`src/rtl/mesi_isc_cbus_snoop.sv`:
```
// Snoop responder for one CPU on the MESI coherence bus: looks up a small
// direct-mapped line table, issues write-backs for Modified lines, grants
// local read/write enables, and acknowledges each bus command exactly once.
module mesi_isc_cbus_snoop #(
  parameter int unsigned CBUS_CMD_WIDTH = 3,
  parameter int unsigned ADDR_WIDTH     = 32,
  parameter int unsigned LINES          = 4,
  parameter int unsigned LINES_LOG2     = 2
) (
  input  logic                      clk,
  input  logic                      rst,
  input  logic [CBUS_CMD_WIDTH-1:0] cbus_cmd_i,
  input  logic [ADDR_WIDTH-1:0]     cbus_addr_i,
  output logic                      cbus_ack_o,
  input  logic                      upd_valid_i,
  input  logic [ADDR_WIDTH-1:0]     upd_addr_i,
  input  logic [1:0]                upd_state_i,
  output logic                      wb_valid_o,
  output logic [ADDR_WIDTH-1:0]     wb_addr_o,
  input  logic                      wb_ready_i,
  output logic                      en_wr_o,
  output logic                      en_rd_o
);

  localparam logic [CBUS_CMD_WIDTH-1:0] CMD_NOP      = CBUS_CMD_WIDTH'(0);
  localparam logic [CBUS_CMD_WIDTH-1:0] CMD_WR_SNOOP = CBUS_CMD_WIDTH'(1);
  localparam logic [CBUS_CMD_WIDTH-1:0] CMD_RD_SNOOP = CBUS_CMD_WIDTH'(2);
  localparam logic [CBUS_CMD_WIDTH-1:0] CMD_EN_WR    = CBUS_CMD_WIDTH'(3);
  localparam logic [CBUS_CMD_WIDTH-1:0] CMD_EN_RD    = CBUS_CMD_WIDTH'(4);

  localparam logic [1:0] LS_I = 2'd0;
  localparam logic [1:0] LS_S = 2'd1;
  localparam logic [1:0] LS_E = 2'd2;
  localparam logic [1:0] LS_M = 2'd3;

  typedef enum logic [2:0] {
    ST_IDLE   = 3'd0,
    ST_LOOKUP = 3'd1,
    ST_WB     = 3'd2,
    ST_ACK    = 3'd3,
    ST_GAP    = 3'd4
  } fsm_e;

  fsm_e                      state_q, state_d;
  logic [CBUS_CMD_WIDTH-1:0] cmd_q;
  logic [ADDR_WIDTH-1:0]     addr_q;
  logic [ADDR_WIDTH-1:0]     line_addr_q  [LINES];
  logic [1:0]                line_state_q [LINES];

  logic [LINES_LOG2-1:0] snp_idx;
  logic [LINES_LOG2-1:0] upd_idx;
  logic                  hit;
  logic [1:0]            hit_state;
  logic                  snp_wr;
  logic [1:0]            snp_state;

  // Line index and hit detection for the latched snoop address.
  always_comb begin
    snp_idx   = addr_q[LINES_LOG2+1:2];
    upd_idx   = upd_addr_i[LINES_LOG2+1:2];
    hit_state = line_state_q[snp_idx];
    hit       = (line_addr_q[snp_idx] == addr_q) && (hit_state != LS_I);
  end

  // Next-state logic and the snoop-side line state write.
  always_comb begin
    state_d   = state_q;
    snp_wr    = 1'b0;
    snp_state = LS_I;
    case (state_q)
      ST_IDLE: begin
        if (cbus_cmd_i != CMD_NOP) state_d = ST_LOOKUP;
      end
      ST_LOOKUP: begin
        state_d = ST_ACK;
        case (cmd_q)
          CMD_WR_SNOOP: begin
            if (hit) begin
              if (hit_state == LS_M) begin
                state_d = ST_WB;
              end else begin
                snp_wr    = 1'b1;
                snp_state = LS_I;
              end
            end
          end
          CMD_RD_SNOOP: begin
            if (hit) begin
              if (hit_state == LS_M) begin
                state_d = ST_WB;
              end else if (hit_state == LS_E) begin
                snp_wr    = 1'b1;
                snp_state = LS_S;
              end
            end
          end
          default: ;
        endcase
      end
      ST_WB: begin
        if (wb_ready_i) begin
          state_d   = ST_ACK;
          snp_wr    = 1'b1;
          snp_state = (cmd_q == CMD_WR_SNOOP) ? LS_I : LS_S;
        end
      end
      ST_ACK:  state_d = ST_GAP;
      ST_GAP:  state_d = ST_IDLE;
      default: state_d = ST_IDLE;
    endcase
  end

  // FSM register, command latch and registered outputs.
  always_ff @(posedge clk) begin
    if (!rst) begin
      state_q    <= ST_IDLE;
      cmd_q      <= '0;
      addr_q     <= '0;
      cbus_ack_o <= 1'b0;
      wb_valid_o <= 1'b0;
      wb_addr_o  <= '0;
      en_wr_o    <= 1'b0;
      en_rd_o    <= 1'b0;
    end else begin
      state_q <= state_d;
      if ((state_q == ST_IDLE) && (cbus_cmd_i != CMD_NOP)) begin
        cmd_q  <= cbus_cmd_i;
        addr_q <= cbus_addr_i;
      end
      cbus_ack_o <= (state_d == ST_ACK);
      wb_valid_o <= (state_d == ST_WB);
      wb_addr_o  <= (state_d == ST_WB) ? addr_q : '0;
      en_wr_o    <= (state_q == ST_IDLE) && (cbus_cmd_i == CMD_EN_WR);
      en_rd_o    <= (state_q == ST_IDLE) && (cbus_cmd_i == CMD_EN_RD);
    end
  end

  // Line table: local updates, overridden by a snoop change on the same index.
  always_ff @(posedge clk) begin
    if (!rst) begin
      for (int i = 0; i < int'(LINES); i++) begin
        line_addr_q[i]  <= '0;
        line_state_q[i] <= LS_I;
      end
    end else begin
      if (upd_valid_i && !(snp_wr && (upd_idx == snp_idx))) begin
        line_addr_q[upd_idx]  <= upd_addr_i;
        line_state_q[upd_idx] <= upd_state_i;
      end
      if (snp_wr) line_state_q[snp_idx] <= snp_state;
    end
  end

endmodule

```
`config.mk`:
```
export PLATFORM = sky130hd
export DESIGN_NAME = mesi_isc_cbus_snoop
export DESIGN_NICKNAME = d
export VERILOG_FILES = /design/src/rtl/mesi_isc_cbus_snoop.sv
export SDC_FILE = /design/constraint.sdc
export NUM_CORES = 1
export LEC_CHECK = 0
export CELL_PAD_IN_SITES_DETAIL_PLACEMENT = 0
export CELL_PAD_IN_SITES_GLOBAL_PLACEMENT = 2
export CORE_MARGIN = 1.5
export CORE_UTILIZATION = 30
export DETAILED_ROUTE_END_ITERATION = 12
export PLACE_DENSITY_LB_ADDON = 0.25
export SYNTH_ARGS = -nofsm -noshare
export SYNTH_HDL_FRONTEND = slang
export SYNTH_SLANG_ARGS = --single-unit
```
`constraint.sdc`:
```
create_clock -name clk -period 6.33 [get_ports clk]
set_input_delay 0.9495 -clock clk [delete_from_list [all_inputs] [get_ports clk]]
set_output_delay 0.9495 -clock clk [all_outputs]
set_load 0.02 [all_outputs]
```
# After elaboration in Yosys (flattened, before gate mapping)
# Memory sizes are Yosys's and may differ from the RTL's. A register that Yosys moved wholly into a read port is not among the register bits.
# Cells that the tools add are included.
# Widths: inputs -> output; s select.
# word_totals
reg_bits	74
ram_bits	136
in_bits	73
out_inout_bits	36
n_memories	2
# op_classes
n_eq_ne	13
muxes	41
n_reduce_logical	15
# memory_table
name	depth	width	read_ports	rd_ports_with_merged_regs	wr	line	rtl
line_addr_q	4	32	1	1	4	47	logic [ADDR_WIDTH-1:0] line_addr_q [LINES];
line_state_q	4	2	1	1	4	48	logic [1:0] line_state_q [LINES];
# ops
op	n
$eq 32x32->1	1
$mux 32	1
$reduce_or 32->1	1
$mux 1	25
$eq 3x2->1 const B	6
$mux 2	9
$pmux 3 s4	1
$eq 3x1->1 const B	2
$logic_and 1x1->1	6
$mux 3	2
$pmux 1 s2	3
$reduce_or 2->1	3
$eq 2x2->1 const B	2
$eq 3x3->1 const B	1
$logic_not 3->1	1
$reduce_bool 3->1	1
$eq 2x2->1	1
$reduce_and 2->1	1
$reduce_bool 2->1	1
$logic_not 1->1	1

# Logic depth before layout (Yosys ltp)
# Gate-level depths: netlist of run 1.
# logic_depth
depth_word	14
depth_mapped	13
ltp_nobuf	10

# Worst setup path after synthesis of run 1
# Ideal clock, no wire load.
# synth_path
path_type	register to register
startpoint	register with a tool-made name
endpoint	memory line_addr_q[2][0], enable pin
setup_time_ns	0.466
arrival_ns	4.533
required_time_ns	5.864
setup_slack_ns	1.331
path_stages_with_launch	10
n_path_buf	2
synth_period_minus_slack_ns	4.999
path_cell_list	dfxtp_1 > buf_6 > buf_6 > mux4_2 > xnor2_1 > and3_1 > o2111a_1 > a211oi_2 > nand2_1 > o21ai_0
# synth_lines
item	line
to (decl)	47

==> metrics.cfg, run 1 <==
[sta]
finClkSkew_ns=0.0111
max_slew_margin_pct=30.9
slew_viol_final=0
hold_violations=0
rsz0062_at_grt=no
timing.hold.ws_ns=0.487
fmax_mhz=219
worst_slack_ns=1.76
min_period_ns=4.57
setup-tns-final_ns=0
finalSetupViolCount=0
max_slew.worst_pin.slew_ns=1.04
fin_crit_sh_pct=72.3

[job]
cap_violations=0

[setup_path]
crit_type=register to register
critPathMaxFanout=64
crit_arrival_ns=4.94
cp-end-kind=register
crit_slowest_cell=dfxtp_2
cpPeakStageDelay_ns=1.01
r2r_setup_slack_ns=1.76
r2r_end=line_state_q[2][0]$_DFFE_PP_
endpoint=line_state_q[2][0]$_DFFE_PP_
rr_worst_depth=12
path_cells=buf_4 -> mux4_2 -> or2_2 -> nand3_1 -> nor4_1 -> o2111a_1 -> a211oi_4 -> buf_4 -> nand2_1 -> inv_2 -> and2_1 -> o2bb2ai_1
cpMostUsedCell=buf_4
cp_data_required_time_ns=6.70
start_kind=register

[power]
p_per_area_mw_per_mm2=363
p_leak_nw=4.35
max-vdd-ir-drop_mv=0.169

[yosys]
syn_area_mm2=0.00916
yosysUniqueCellTypes=57
synth_warnings=0
syn_avg_cell_area_um2=12.5
yosysSeqAreaShare_pct=60.8
synth_seq_cells=212
synth-async-reset-ratio_pct=0
syn_inst=733
ys.flop_type=edfxtp_1
synth_edf_count=132

[cts]
cts_tree=done
ctsHoldBuffers=0
cts_setup_buffers=0
numCtsBuffers=25
cts_max_level=1
clk_path_buf_depth=3
cts_root_buf=clkbuf_16
clk_pin_slew_worst_paths_ns=0.06
clock-sinks=212
cts.repair.resized=0
clk_latency_ns=0.52

[hold_path]
min_path_type=register to register

[routing]
drt-initial-drc-count=428
routedWlPerCell_um=20.1
viasPerCell=4.93
wirelength_um=25100
dr_total_vias=6148
drc_errors=0
dr.pass1.iters=5
ant_nets=0

[finish]
num_antenna_cells=0
layout_commonest_cell=edfxtp_1
fin_area_mm2=0.0114
drive_gt1_share_pct=10.9
final_core_util_pct=38.3
layout_common_cells=132 x edfxtp_1, 108 x clkdlybuf4s50_1, 93 x and3_1
layout.nets=911
n_fill_cell=2837
syn_to_final_growth_pct=25.0

[placement]
routabilityCongestion=0.776
dp_hpwl_um=16600
dp_slack_ns=1.72
io_buffers=108
placed_cell_area_mm2=0.0107

[global_route]
grt_use_met3_pct=2.42
grt_overflow=0
met1_usage_pct=22.4
grt_use_met2_pct=25.6
grt_max_degree=65
grt_first_pass_wirelength_um=37900
grt_pass1_vias=6254
grt_use_total_pct=16.0
grt.busiest_layer=met2
antenna_found_initial=0

[die]
num_io_pins=109
core_area_mm2=0.0299
start_util_pct=30.7
die_h_um=178
fp.dieW_um=178
rows=63
dieArea_mm2=0.0316

[status]
status=finished, final reports clean

-- layer usage --
| layer | wire length [um] | part of all wire [%] | vias up |
|---|---|---|---|
| met2 | 11400 | 45 | 203 |
| met5 | 0 | 0 | - |
| met3 | 1340 | 5.3 | 42 |
| li1 | - | - | 2892 |
| met1 | 11600 | 46 | 3011 |
| met4 | 750 | 3.0 | 0 |
-- kinds of logic after synthesis --
| kind of cell | synth area share [%] |
|---|---|
| compound gates | 5.22 |
| xor+xnor | 3.83 |
| buf+inv | 3.13 |
| flops | 60.8 |
| mux | 8.52 |
| other cells | 0.0409 |
| simple gates | 18.5 |
-- cells in the mapped netlist, types with 3 or more instances --
master     count  area (um2)
inv_1          8        30.0
xor2_1         7        61.3
nand2_1       75         282
buf_2          7        35.0
xnor2_1       33         289
nand4_1       14        87.6
edfxtp_1     132        3960
buf_6          7        78.8
clkbuf_1      33         124
and2_1        66         413
nor3_1         8        40.0
a21oi_1       37         185
a22oi_1        6        45.0
and3_1        93         582
o21ai_0        6        30.0
mux4_2        27         608
nor2_1        14        52.6
o311ai_0       3        26.3
mux2i_1       15         150
nand2b_1       5        31.3
o2bb2ai_1      3        26.3
dfxtp_1       80        1600
nand3_1       11        55.1
-- where the power goes --
part           internal, mW  switching (mW)  leakage, nW  total [mW]
clock                 0.827           0.552        0.385        1.38
sequential             1.62           0.173         2.03        1.79
combinational         0.423           0.556         1.94       0.979
total                  2.87            1.28         4.35        4.15
-- worst min path at each step --
stage                                    start                              end  depth (start not counted)
3_5_place_dp            addr_q[6]$_SDFFE_PN0P_           addr_q[6]$_SDFFE_PN0P_                          2
4_1_cts                 addr_q[6]$_SDFFE_PN0P_           addr_q[6]$_SDFFE_PN0P_                          2
2_1_floorplan          addr_q[10]$_SDFFE_PN0P_          addr_q[10]$_SDFFE_PN0P_                          2
6_report                addr_q[6]$_SDFFE_PN0P_           addr_q[6]$_SDFFE_PN0P_                          2
5_1_grt                addr_q[28]$_SDFFE_PN0P_          addr_q[28]$_SDFFE_PN0P_                          2
3_3_place_gp   line_state_q[0][1]$_SDFFE_PP0P_  line_state_q[0][1]$_SDFFE_PP0P_                          2
-- worst max-delay path: cells and delay by family (launching register included) --
family                 cells  cell delay [ns]
buffers and inverters      3             1.36
flip-flops                 1             1.01
AND/OR/NAND/NOR            5             0.94
AO/OA/AOI/OAI              3             0.55
multiplexers               1             0.54
-- flip-flops by register name, indices dropped and copies added, names as in the netlist, named ones only --
signal and flops:
en_wr_o 1, state_q 3, en_rd_o 1, wb_valid_o 1
addr_q 32, line_state_q 8, wb_addr_o 32, cbus_ack_o 1
cmd_q 3, line_addr_q 128
-- cell type report --
| class | instances | area (um2) | area share (%) |
|---|---|---|---|
| clock inverters | 8 | 68.8 | 0.601 |
| well taps | 390 | 488 | 4.26 |
| repair buffers | 124 | 1200 | 10.5 |
| flip-flops and latches | 212 | 5570 | 48.6 |
| multi-input cells | 465 | 3360 | 29.4 |
| inverters | 10 | 37.5 | 0.328 |
| clock buffers | 37 | 722 | 6.31 |
-- stage by stage --
step	power (mW)	cells
3_3_place_gp	2.80	1201
4_1_cts	4.21	1246
5_1_grt	4.36	1246
2_1_floorplan	2.44	736
6_report	4.15	1246
3_5_place_dp	2.81	1201
(Power assumes the default switching activity.)
==> run 2: changes to the inputs <==
Clock period 6.33 ns to 4.7 ns, I/O delays scaled along.
==> metrics.cfg, run 2 (synthesis gave the netlist of run 1 again) <==
[job]
cap_violations=0

[finish]
layout_common_cells=132 x edfxtp_1, 108 x clkdlybuf4s50_1, 93 x and3_1
layout_commonest_cell=edfxtp_1
final_core_util_pct=38.4
largestRegisters=line_addr_q (128), addr_q (32), wb_addr_o (32)
final_cells=1247
drive_gt1_share_pct=11.0
n_fill_cell=2807
largest_register=line_addr_q
fin_area_mm2=0.0115
largest_reg_flops=128
layout.nets=914
num_antenna_cells=0
syn_to_final_growth_pct=25.3

[global_route]
grt_overflow=0
antenna_found_initial=0
grt_first_pass_wirelength_um=39200
grt_pass1_vias=6422
grt_use_total_pct=16.4
grt_max_degree=64

[placement]
dp_slack_ns=0.763
io_buffers=108
placed_cells=1204
routabilityCongestion=0.883
dp_hpwl_um=17300
placed_cell_area_mm2=0.0107

[die]
core_area_mm2=0.0299
fp.dieW_um=178
start_util_pct=30.7
dieArea_mm2=0.0316
num_io_pins=109
rows=63
die_h_um=178

[power]
power_mw=5.63
p_leak_nw=4.37
max-vdd-ir-drop_mv=0.219
p_per_area_mw_per_mm2=490

[cts]
clock-sinks=212
clk_pin_slew_worst_paths_ns=0.06
cts_max_level=1
cts_tree=done
clk_path_buf_depth=3
cts_root_buf=clkbuf_16
ctsHoldBuffers=0
cts.repair.resized=0
numCtsBuffers=25
clk_latency_ns=0.52
cts_setup_buffers=0

[setup_path]
path_buf_inv=3
crit_type=register to register
cpPeakStageDelay_ns=0.69
crit_arrival_ns=4.14
path_cells=buf_4 -> mux4_2 -> xnor2_1 -> nor4bb_1 -> nand4_1 -> nor4b_2 -> buf_4 -> a211oi_4 -> nand2_1 -> inv_2 -> and2_1 -> o2bb2ai_1
cp-end-kind=register
crit_slowest_cell=dfxtp_2
cp_top_family=simple AND/OR/NAND/NOR gates
cp_data_required_time_ns=4.95
start_kind=register
critPathMaxFanout=34
cpMostUsedCell=buf_4

[routing]
routedWlPerCell_um=20.3
ant_nets=0
dr.pass1.iters=4
drt-initial-drc-count=452
wirelength_um=25300
viasPerCell=4.96
dr_total_vias=6186
drc_errors=0

[sta]
rsz0062_at_grt=no
hold_violations=0
max_slew.worst_pin.slew_ns=0.864
min_period_ns=3.89
timing.hold.ws_ns=0.490
finClkSkew_ns=0.0113
finalSetupViolCount=0
fmax_mhz=257
worst_slack_ns=0.810
fin_crit_sh_pct=82.8
setup-tns-final_ns=0
max_slew_margin_pct=41.9
slew_viol_final=0

[hold_path]
min_path_type=register to register
hp-start=addr_q[27]$_SDFFE_PN0P_

[status]
status=finished, final reports clean

-- run 2: final timing paths --
kind | cells past startpoint | slack (ns) | end
setup reg to reg | 12 | 0.81 | line_state_q[2][0]$_DFFE_PP_
setup / recovery | 12 | 0.81 | line_state_q[2][0]$_DFFE_PP_
hold reg to reg | 2 | 0.49 | addr_q[27]$_SDFFE_PN0P_
hold / removal | 2 | 0.49 | addr_q[27]$_SDFFE_PN0P_
-- run 2: metal layers --
| layer | routed length (um) | GRT usage (%) | share of wire, % | up-vias |
|---|---|---|---|---|
| met5 | 0 | 0 | 0 | - |
| met1 | 12000 | 23.1 | 47 | 3068 |
| met2 | 11500 | 26.4 | 45 | 193 |
| met3 | 1360 | 2.68 | 5.4 | 34 |
| li1 | - | - | - | 2891 |
| met4 | 468 | 3.89 | 1.9 | 0 |
-- run 2: cell type report --
cell class                      instances  area (um2)  area share (%)
Sequential cell                       212        5570            48.5
Clock inverter                          9         129            1.12
Timing Repair Buffer                  127        1220            10.7
Multi-Input combinational cell        465        3360            29.3
Clock buffer                           34         669            5.83
Tap cell                              390         488            4.25
Inverter                               10        37.5           0.327
-- run 2: worst reg2reg max path, cell delays in order (launching register included) --
cell and delay, ns:
dfxtp_2 0.69, buf_4 0.38, mux4_2 0.35, xnor2_1 0.21, nor4bb_1 0.34, nand4_1 0.16
nor4b_2 0.25, buf_4 0.20, a211oi_4 0.07, nand2_1 0.23, inv_2 0.32, and2_1 0.31
o2bb2ai_1 0.13
-- run 2: power by group --
| part | internal, mW | switching (mW) |
|---|---|---|
| Clock | 1.16 | 0.739 |
| Combinational | 0.572 | 0.769 |
| Sequential | 2.18 | 0.199 |
| Total | 3.92 | 1.71 |
